<file path="src/rtl/wb_skid_stage_pkg.sv">
// Shared types and default widths for the write-back skid stage.
package pipe_pkg;

  localparam int unsigned REG_LEN      = 32;
  localparam int unsigned REG_ADDR_LEN = 5;

  typedef enum logic [1:0] {
    EMPTY = 2'd0,
    BUSY  = 2'd1,
    FULL  = 2'd2
  } skid_state_t;

  typedef struct packed {
    logic [REG_LEN-1:0]      data;
    logic [REG_ADDR_LEN-1:0] addr;
    logic                    enable;
  } wb_payload_t;

endpackage

</file>
<file path="src/rtl/wb_skid_stage_if.sv">
// Handshake and payload bundle between MEM and the WB skid stage.
// Optional forwarding outputs appear when WB_SKID_FWD_EN is defined.
interface wb_skid_stage_if #(
  parameter int unsigned DATA_W = pipe_pkg::REG_LEN,
  parameter int unsigned ADDR_W = pipe_pkg::REG_ADDR_LEN
);

  logic              in_valid;
  logic              in_ready;
  logic [DATA_W-1:0] in_rd_data;
  logic [ADDR_W-1:0] in_rd_addr;
  logic              in_rd_enable;
  logic              flush;
  logic              out_valid;
  logic              out_ready;
  logic [DATA_W-1:0] out_rd_data;
  logic [ADDR_W-1:0] out_rd_addr;
  logic              out_rd_enable;
`ifdef WB_SKID_FWD_EN
  logic              fwd_valid;
  logic [ADDR_W-1:0] fwd_rd_addr;
  logic [DATA_W-1:0] fwd_rd_data;
`endif

  // Stage side
  modport slave (
    input  in_valid, in_rd_data, in_rd_addr, in_rd_enable, flush, out_ready,
    output in_ready, out_valid, out_rd_data, out_rd_addr, out_rd_enable
`ifdef WB_SKID_FWD_EN
    , output fwd_valid, fwd_rd_addr, fwd_rd_data
`endif
  );

  // Producer/consumer side
  modport master (
    output in_valid, in_rd_data, in_rd_addr, in_rd_enable, flush, out_ready,
    input  in_ready, out_valid, out_rd_data, out_rd_addr, out_rd_enable
`ifdef WB_SKID_FWD_EN
    , input fwd_valid, fwd_rd_addr, fwd_rd_data
`endif
  );

endinterface

</file>
<file path="src/rtl/wb_slot.sv">
// One write-back payload register with load, clear and x0 write suppression.
// The stored enable is also dropped whenever the entry goes invalid, so the
// enable output is already gated by entry validity.
module wb_slot
  import pipe_pkg::*;
#(
  parameter int unsigned DATA_W        = REG_LEN,
  parameter int unsigned ADDR_W        = REG_ADDR_LEN,
  parameter int unsigned ZERO_SUPPRESS = 1
) (
  input  logic              clk,
  input  logic              rst,
  input  logic              load,
  input  logic              clear,
  input  logic              valid_d,
  input  logic [DATA_W-1:0] in_data,
  input  logic [ADDR_W-1:0] in_addr,
  input  logic              in_en,
  output logic [DATA_W-1:0] q_data,
  output logic [ADDR_W-1:0] q_addr,
  output logic              q_en
);

  logic [DATA_W-1:0] data_q, data_d;
  logic [ADDR_W-1:0] addr_q, addr_d;
  logic              en_q, en_d;

  // Next payload: clear wins, else load with x0 suppression, else hold
  always_comb begin
    data_d = data_q;
    addr_d = addr_q;
    en_d   = en_q;
    if (clear) begin
      data_d = '0;
      addr_d = '0;
      en_d   = 1'b0;
    end else begin
      if (load) begin
        data_d = in_data;
        addr_d = in_addr;
        en_d   = in_en & ~((ZERO_SUPPRESS != 0) && (in_addr == '0));
      end
      if (!valid_d) en_d = 1'b0;
    end
  end

  // Payload register
  always_ff @(posedge clk or negedge rst) begin
    if (!rst) begin
      data_q <= '0;
      addr_q <= '0;
      en_q   <= 1'b0;
    end else begin
      data_q <= data_d;
      addr_q <= addr_d;
      en_q   <= en_d;
    end
  end

  assign q_data = data_q;
  assign q_addr = addr_q;
  assign q_en   = en_q;

endmodule

</file>
<file path="src/rtl/wb_skid_stage.sv">
// Two-entry (main + skid) valid/ready stage for the MEM->WB write-back payload.
// Optional feature macro: WB_SKID_FWD_EN adds youngest-entry forwarding outputs.
module wb_skid_stage
  import pipe_pkg::*;
#(
  parameter int unsigned DATA_W        = REG_LEN,
  parameter int unsigned ADDR_W        = REG_ADDR_LEN,
  parameter int unsigned ZERO_SUPPRESS = 1
) (
  input  logic            clk,
  input  logic            rst,
  wb_skid_stage_if.slave  bus
);

  skid_state_t state_q, state_d;
  logic        in_ready_q, in_ready_d;
  logic        out_valid_q, out_valid_d;
  logic        in_fire, out_fire;
  logic        load_main, load_skid, main_from_skid, clear;

  logic [DATA_W-1:0] main_data, skid_data, main_src_data;
  logic [ADDR_W-1:0] main_addr, skid_addr, main_src_addr;
  logic              main_en, skid_en, main_src_en;

  assign in_fire  = bus.in_valid & in_ready_q;
  assign out_fire = out_valid_q & bus.out_ready;

  // Next state and entry load controls; flush overrides everything
  always_comb begin
    state_d        = state_q;
    load_main      = 1'b0;
    load_skid      = 1'b0;
    main_from_skid = 1'b0;
    clear          = 1'b0;
    if (bus.flush) begin
      state_d = EMPTY;
      clear   = 1'b1;
    end else begin
      case (state_q)
        EMPTY: begin
          if (in_fire) begin
            state_d   = BUSY;
            load_main = 1'b1;
          end
        end
        BUSY: begin
          if (in_fire && out_fire) begin
            load_main = 1'b1;
          end else if (in_fire) begin
            state_d   = FULL;
            load_skid = 1'b1;
          end else if (out_fire) begin
            state_d = EMPTY;
          end
        end
        FULL: begin
          if (out_fire) begin
            state_d        = BUSY;
            load_main      = 1'b1;
            main_from_skid = 1'b1;
          end
        end
        default: state_d = EMPTY;
      endcase
    end
    in_ready_d  = (state_d != FULL);
    out_valid_d = (state_d != EMPTY);
  end

  // State and registered handshake flags
  always_ff @(posedge clk or negedge rst) begin
    if (!rst) begin
      state_q     <= EMPTY;
      in_ready_q  <= 1'b1;
      out_valid_q <= 1'b0;
    end else begin
      state_q     <= state_d;
      in_ready_q  <= in_ready_d;
      out_valid_q <= out_valid_d;
    end
  end

  // Main entry source: skid when draining FULL, otherwise the incoming payload
  always_comb begin
    main_src_data = bus.in_rd_data;
    main_src_addr = bus.in_rd_addr;
    main_src_en   = bus.in_rd_enable;
    if (main_from_skid) begin
      main_src_data = skid_data;
      main_src_addr = skid_addr;
      main_src_en   = skid_en;
    end
  end

  wb_slot #(.DATA_W(DATA_W), .ADDR_W(ADDR_W), .ZERO_SUPPRESS(ZERO_SUPPRESS)) u_main (
    .clk     (clk),
    .rst     (rst),
    .load    (load_main),
    .clear   (clear),
    .valid_d (out_valid_d),
    .in_data (main_src_data),
    .in_addr (main_src_addr),
    .in_en   (main_src_en),
    .q_data  (main_data),
    .q_addr  (main_addr),
    .q_en    (main_en)
  );

  wb_slot #(.DATA_W(DATA_W), .ADDR_W(ADDR_W), .ZERO_SUPPRESS(ZERO_SUPPRESS)) u_skid (
    .clk     (clk),
    .rst     (rst),
    .load    (load_skid),
    .clear   (clear),
    .valid_d (state_d == FULL),
    .in_data (bus.in_rd_data),
    .in_addr (bus.in_rd_addr),
    .in_en   (bus.in_rd_enable),
    .q_data  (skid_data),
    .q_addr  (skid_addr),
    .q_en    (skid_en)
  );

  assign bus.in_ready      = in_ready_q;
  assign bus.out_valid     = out_valid_q;
  assign bus.out_rd_data   = main_data;
  assign bus.out_rd_addr   = main_addr;
  assign bus.out_rd_enable = main_en;

`ifdef WB_SKID_FWD_EN
  // Forward the youngest held entry that will write the register file
  always_comb begin
    bus.fwd_valid   = 1'b0;
    bus.fwd_rd_addr = '0;
    bus.fwd_rd_data = '0;
    if ((state_q == FULL) && skid_en) begin
      bus.fwd_valid   = 1'b1;
      bus.fwd_rd_addr = skid_addr;
      bus.fwd_rd_data = skid_data;
    end else if (out_valid_q && main_en) begin
      bus.fwd_valid   = 1'b1;
      bus.fwd_rd_addr = main_addr;
      bus.fwd_rd_data = main_data;
    end
  end
`endif

endmodule

</file>
<file path="src/flat_wrapper.sv">
// flat-port wrapper written by rule: the top's interface ports become plain ports
module wb_skid_stage_flat import pipe_pkg::*;
#(
  parameter int unsigned DATA_W        = REG_LEN,
  parameter int unsigned ADDR_W        = REG_ADDR_LEN,
  parameter int unsigned ZERO_SUPPRESS = 1
)
  (clk, rst, bus_in_valid, bus_in_rd_data, bus_in_rd_addr, bus_in_rd_enable, bus_flush, bus_out_ready, bus_in_ready, bus_out_valid, bus_out_rd_data, bus_out_rd_addr, bus_out_rd_enable);
  wb_skid_stage_if #(.DATA_W(DATA_W), .ADDR_W(ADDR_W)) bus_i ();
  input  logic clk;
  input  logic rst;
  input wire logic [$bits(bus_i.in_valid)-1:0] bus_in_valid;
  input wire logic [$bits(bus_i.in_rd_data)-1:0] bus_in_rd_data;
  input wire logic [$bits(bus_i.in_rd_addr)-1:0] bus_in_rd_addr;
  input wire logic [$bits(bus_i.in_rd_enable)-1:0] bus_in_rd_enable;
  input wire logic [$bits(bus_i.flush)-1:0] bus_flush;
  input wire logic [$bits(bus_i.out_ready)-1:0] bus_out_ready;
  output wire logic [$bits(bus_i.in_ready)-1:0] bus_in_ready;
  output wire logic [$bits(bus_i.out_valid)-1:0] bus_out_valid;
  output wire logic [$bits(bus_i.out_rd_data)-1:0] bus_out_rd_data;
  output wire logic [$bits(bus_i.out_rd_addr)-1:0] bus_out_rd_addr;
  output wire logic [$bits(bus_i.out_rd_enable)-1:0] bus_out_rd_enable;
  assign bus_i.in_valid = bus_in_valid;
  assign bus_i.in_rd_data = bus_in_rd_data;
  assign bus_i.in_rd_addr = bus_in_rd_addr;
  assign bus_i.in_rd_enable = bus_in_rd_enable;
  assign bus_i.flush = bus_flush;
  assign bus_i.out_ready = bus_out_ready;
  assign bus_in_ready = bus_i.in_ready;
  assign bus_out_valid = bus_i.out_valid;
  assign bus_out_rd_data = bus_i.out_rd_data;
  assign bus_out_rd_addr = bus_i.out_rd_addr;
  assign bus_out_rd_enable = bus_i.out_rd_enable;
  wb_skid_stage #(.DATA_W(DATA_W), .ADDR_W(ADDR_W), .ZERO_SUPPRESS(ZERO_SUPPRESS)) u_core (.clk(clk), .rst(rst), .bus(bus_i));
endmodule
</file>
<file path="config.mk">
export PLATFORM = sky130hd
export DESIGN_NAME = wb_skid_stage_flat
export DESIGN_NICKNAME = d
export VERILOG_FILES = /design/src/rtl/wb_skid_stage_pkg.sv /design/src/rtl/wb_skid_stage_if.sv /design/src/rtl/wb_slot.sv /design/src/rtl/wb_skid_stage.sv /design/src/flat_wrapper.sv
export SDC_FILE = /design/constraint.sdc
export NUM_CORES = 1
export LEC_CHECK = 0
export CAP_MARGIN = 20
export CORE_ASPECT_RATIO = 2
export CORE_MARGIN = 4
export CORE_UTILIZATION = 45
export CTS_CLUSTER_DIAMETER = 120
export DETAILED_ROUTE_END_ITERATION = 10
export HOLD_SLACK_MARGIN = 0.06
export PLACE_DENSITY = 0.73
export SYNTH_ARGS = -nofsm -noshare
export SYNTH_HDL_FRONTEND = slang
export SYNTH_SLANG_ARGS = --single-unit
</file>
<file path="constraint.sdc">
create_clock -name clk -period 2.09 [get_ports clk]
set_input_delay 0.418 -clock clk [delete_from_list [all_inputs] [get_ports clk]]
set_output_delay 0.418 -clock clk [all_outputs]
set_load 0.01 [all_outputs]
</file>
* Word level (Yosys, flattened, before mapping)
Index checks and enable logic that the tools add are counted.
** Word-level totals
- Memories kept :: 0
- Bits in latches :: 0
- Bits of input ports :: 43
- Flip-flop bits (word level) :: 80
- Bits in read-only memories :: 0
- Output and inout port bits :: 40
- Memory bits (writable) :: 0
- Logic and storage cells :: 63
** Operators by class
- Divide/modulo/power cells :: 0
- Bitwise logic cells :: 6
- Multipliers :: 0
- Equality and inequality tests :: 6
- $add $sub $neg :: 0
- Shift-type cells :: 0
- Mux-type cells :: 35
- $lt $le $gt $ge :: 0
- Reduce and logical (&&, ||, !) cells :: 7
** Operator list (count)
- 32-bit two-way mux :: 5
- 5-bit two-way mux :: 5
- 1-bit two-way mux :: 17
- 2-bit two-way mux :: 6
- 5-bit logical NOT :: 2
- 2-bit one-hot mux with 3 select lines :: 1
- 2-bit nonzero test :: 3
- 1-bit bitwise AND :: 4
- 2-bit == test, second input constant :: 2
- 3-bit by 1-bit != test with 1-bit output, second input constant :: 1
- 3-bit != test, second input constant :: 1
- 1-bit one-hot mux with 3 select lines :: 1
- 2-bit by 1-bit == test with 1-bit output, second input constant :: 1
- 2-bit logical NOT :: 1
- 2-bit != test, second input constant :: 1
- 1-bit inverter :: 2
- 1-bit logical AND :: 1

* Longest topological paths before layout
- Word-level depth :: 11
- Depth in mapped cells :: 7
- Mapped depth without buffers :: 4

* Hierarchy
A second synthesis with hierarchy kept.
** Second synthesis, totals
- Cell total of the unflattened synthesis :: 316
- Area, all modules :: 3960.0 µm²
** By module, submodules not included
- wb_slot :: times used 2, area each 1584.0 µm², cells an instance 125, sequential area each 950.9 µm²
- wb_skid_stage :: times used 1, area each 792.0 µm², cells an instance 66, sequential area each 101.3 µm²

* Worst setup path before layout
Ideal clock, no wire load.
- Path kind :: input to register
- Start :: input port bus_flush
- End :: register u_core.u_main.en_q, in the netlist u_core.u_main.q_en
- Required time :: 1.970 ns
- Stages on the path :: 5
- Path slack :: 0.452 ns
- Data arrival time :: 1.518 ns
- Setup time :: 0.120 ns
- Buffers on the path :: 1
- Path through :: clkbuf_2 -> or4_1 -> o311ai_1 -> o221ai_1 -> o211a_1
** Between the ends
- Cells in the longest elaborated chain, start to end :: 8
- Elaborated cells between the ends (all ways) :: 14
- Classes of those cells :: eq/ne: 1; mux: 9; bitwise: 2; reduce/logical: 2
** RTL lines
- start, declared :: line flat_wrapper.sv:16 : input wire logic [$bits(bus_i.flush)-1:0] bus_flush;
- 1-bit two-way mux :: line wb_skid_stage.sv:35 : if (bus.flush) begin
- 5-bit two-way mux :: line wb_skid_stage.sv:88 : if (main_from_skid) begin
- 5-bit logical NOT :: line wb_slot.sv:41 : en_d = in_en & ~((ZERO_SUPPRESS != 0) && (in_addr == '0));
- 1-bit inverter :: line wb_slot.sv:41
- 1-bit bitwise AND :: line wb_slot.sv:41
- 1-bit two-way mux :: line wb_slot.sv:38 : if (load) begin
- 1-bit two-way mux :: line wb_slot.sv:43 : if (!valid_d) en_d = 1'b0;
- 1-bit two-way mux :: line wb_slot.sv:33 : if (clear) begin
- end signal, assigned :: line wb_slot.sv:56 : en_q <= en_d;
- end, declared :: line wb_slot.sv:26 : logic en_q, en_d;
Parallel ways exist; a longest one is shown, timed or not. The select of a mux whose other input is x is not followed.
A chain may end at the register's enable or synchronous reset.

* Worst setup path in the final report
- Start :: register u_core.in_ready_q, in the netlist u_core.bus.in_ready
- End :: output port bus_in_ready
** RTL lines
- start, declared :: line wb_skid_stage.sv:16 : logic in_ready_q, in_ready_d;
- start signal, assigned :: line wb_skid_stage.sv:78 : in_ready_q <= in_ready_d;
- end, declared :: line flat_wrapper.sv:18 : output wire logic [$bits(bus_i.in_ready)-1:0] bus_in_ready;
No word-level cell between the ends.

==> out/results.tsv <==
stage	metric	value	unit
synthesis	Synth top area share	55.0	%
synthesis	register bit total from synthesis	80	
worst_setup_path	critical-path cell list	clkdlybuf4s50_1	
synthesis	EDFF count, synth	0	
route	drt wl/cell	16.0	um
power_and_ir_drop	Leak	2.08	nW
power_and_ir_drop	PD cells	851	nW/um^2
synthesis	syn nets	444	
timing	clk_skew	0.00710	ns
worst_setup_path	R2R Path Start	u_core.bus.in_ready$_DFF_PN1_	
floorplan	Initial Util	46.6	%
placed_design	gpl congestion	0.845	
worst_setup_path	Buf/Inv on CP	1	
route	Pre-antenna DRT Iters	4	
timing	hold slack	0.522	ns
synthesis	register area share after synthesis	55.8	%
synthesis	cell area after synthesis	3590	sq um
synthesis	Syn Inst Count	401	
worst_setup_path	CP startpoint	u_core.bus.in_ready$_DFF_PN1_	
route	via count	3161	
timing	pin slew with the least headroom to its limit	0.440	ns
timing	Pins Over Slew Limit	0	
route	antenna-violating nets left	0	
power_and_ir_drop	worst vdd ir	582	uV
synthesis	distinct cell type count after synthesis	32	
route	Initial DRC Count	271	
timing	final setup fails	0	
placed_design	Placed Area	4530	sq um
route	final WL	9.28	mm
worst_setup_path	critical register-to-register path endpoint	u_core.u_main.q_data[9]$_DFFE_PN0P_	
placed_design	hpwl dp	6.22	mm
synthesis	ys flop type	dfrtp_1	
cts	Reg clk slew, reported paths	0.06	ns
synthesis	Ys Warns	0	
floorplan	num rows	45	
cells_and_area	design area	4840	sq um
timing	fmax	531	MHz
cts	Clock Latency Late Sink	0.34	ns
cells_and_area	Ant. Diodes	0	
global_route	vias in the first global route	3205	
route	routed length on met1	3.47	mm
global_route	first-pass GRT wire length	15.4	mm
worst_setup_path	CP top delay family	flip-flops	
run	max cap viols	0	
synthesis	most frequent cells after synthesis	nand2_1, dfrtp_1, nor2_1	
timing	RSZ-0062 raised after global routing	false	
hold_path	worst min path class	in -> async	
worst_setup_path	CP endpoint kind	primary output	
synthesis	synthesized area per cell	8.96	sq um
cts	CTS tree	done	
timing	Final Cycle Share	90.1	%
synthesis	cell taking the most area after synthesis	dfrtp_1	
synthesis	ranking of synthesized cells by area	dfrtp_1, nand2_1, a311oi_1	
cts	total clock sinks	80	
floorplan	Core ar.	7710	sq um
route	top sig layer	met4	
synthesis	most frequent cell after synthesis	nand2_1	
cts	H-tree depth	3	
worst_setup_path	Critical Path AT	1.47	ns
worst_setup_path	max incr delay on CP	0.58	ns
timing	setup_tns	0	ns
floorplan	IO Count	83	
cts	post-CTS sizing	0	
floorplan	die footprint	9560	sq um
cells_and_area	Nets	523	
timing	fin crit period	1.88	ns
global_route	largest net degree at the start of global routing	60	
worst_setup_path	Levels on crit path	1	
worst_setup_path	Startpoint Class	flop	
global_route	gr ovfl total	0	
route	met2 WL post-DR	4.98	mm
worst_setup_path	R2R setup slack	0.35	ns
cells_and_area	Synth-to-Final Area Change	34.8	%
cts	clock buffer depth	2	
outcome	outcome	finished clean	
worst_setup_path	R2R depth	5	
route	vias per cell	5.46	
floorplan	Die H	134	um
cells_and_area	Final Util	62.8	%
cts	Clock Root Buffer	clkbuf_16	
worst_setup_path	critical path type	reg -> out	
worst_setup_path	Setup crit end	bus_in_ready	
cells_and_area	layout cells sized above 1	8.45	%
floorplan	Die X	71.2	um
synthesis	Post-synth ARST share	100	%
route	met3 WL post-DR	549	um
global_route	antenna violations before repair	0	
cts	Num CTS Buffers	9	
route	DRC viols	0	
worst_setup_path	slowest cell on the critical path	dfstp_2	
timing	Relative slew margins	70.7	%
timing	Final Hold Fails	0	
global_route	All-Layer GR Usage	20.5	%
placed_design	PortBufs	82	
worst_setup_path	Crit path required time	1.67	ns
worst_setup_path	Critical Path Fanout Max	6	
layout by cell type (no fill, tap or decap), types with 2 or more instances in the layout:
cell type	n
nand2_1	150
clkdlybuf4s50_1	80
dfrtp_1	79
nor2_1	38
a311oi_1	37
a21oi_1	37
buf_4	17
clkbuf_16	9
clkinv_2	4
buf_12	3
nand3_1	2
mux2_2	2
inv_1	2
or4_1	2
how the worst min path moves through the flow:
stage | depth (start not counted) | to | startpoint
after global routing | 2 | u_core.u_skid.q_data[27]$_DFFE_PN0P_ | u_core.u_skid.q_data[27]$_DFFE_PN0P_
final | 2 | u_core.u_main.q_data[8]$_DFFE_PN0P_ | rst
after floorplan | 0 | u_core.bus.out_valid$_DFF_PN0_ | rst
after global placement | 1 | u_core.u_skid.q_data[16]$_DFFE_PN0P_ | rst
after detailed placement | 1 | u_core.u_main.q_data[16]$_DFFE_PN0P_ | rst
after CTS | 2 | u_core.u_skid.q_data[11]$_DFFE_PN0P_ | rst
flip-flops by register name, summed over array words and instances (netlist names), 2 cells and up:
signal / cells
u_core.u_skid.q_data: 32
u_core.state_q: 2
u_core.u_skid.q_addr: 5
u_core.u_main.q_addr: 5
u_core.u_main.q_data: 32
logic make-up after synthesis:
logic type / count (synthesis) / share of synthesized area [%]
simple gates: 200 / 22.2
mux: 2 / 0.627
buf+inv: 36 / 5.15
flops: 80 / 55.8
compound gates: 83 / 16.3
worst reg2reg max path, cell delays in order (launching register included):
cell      delay (ns)
dfstp_2         0.58
nand4_1         0.17
o211ai_4        0.28
buf_12          0.24
nor2_1          0.08
a311oi_1        0.27
routing by layer:
metal / GRT usage, % / vias up
met3: 5.03 / 17
met2: 34.0 / 104
met5: 0 / -
li1: - / 1528
met4: 9.83 / 0
met1: 24.3 / 1512
per-stage QoR:
| stage | cells | power (W) | setup WS [ns] |
|---|---|---|---|
| final | 579 | 0.00412 | 0.206 |
| after global routing | 579 | 0.00432 | 0.157 |
| after CTS | 579 | 0.00418 | 0.187 |
| after detailed placement | 562 | 0.00260 | -0.0455 |
| after global placement | 562 | 0.00258 | 0.0431 |
| after floorplan | 401 | 0.00216 | 0.452 |
what timing repair did:
| item | 4_1_cts | 5_1_grt |
|---|---|---|
| endpoints found under the hold margin | 21 | 0 |
| buffers inserted | 0 | 0 |
| hold buffers | 1 | 0 |
report_power, final:
part	internal (W)	total, W	switching (W)
clock network	0.000950	0.00155	0.000601
logic	0.000403	0.000797	0.000394
registers	0.00168	0.00177	0.0000881
total	0.00304	0.00412	0.00108
area by class of cell:
class / count / area (sq um)
Tap cell: 94 / 118
Clock buffer: 10 / 239
Inverter: 2 / 7.51
Multi-Input combinational cell: 285 / 1410
Sequential cell: 80 / 2000
Timing Repair Buffer: 102 / 1000
Fill cell: 652 / 2870
Clock inverter: 6 / 58.8
Note: power is estimated with default switching activity, not from simulation.
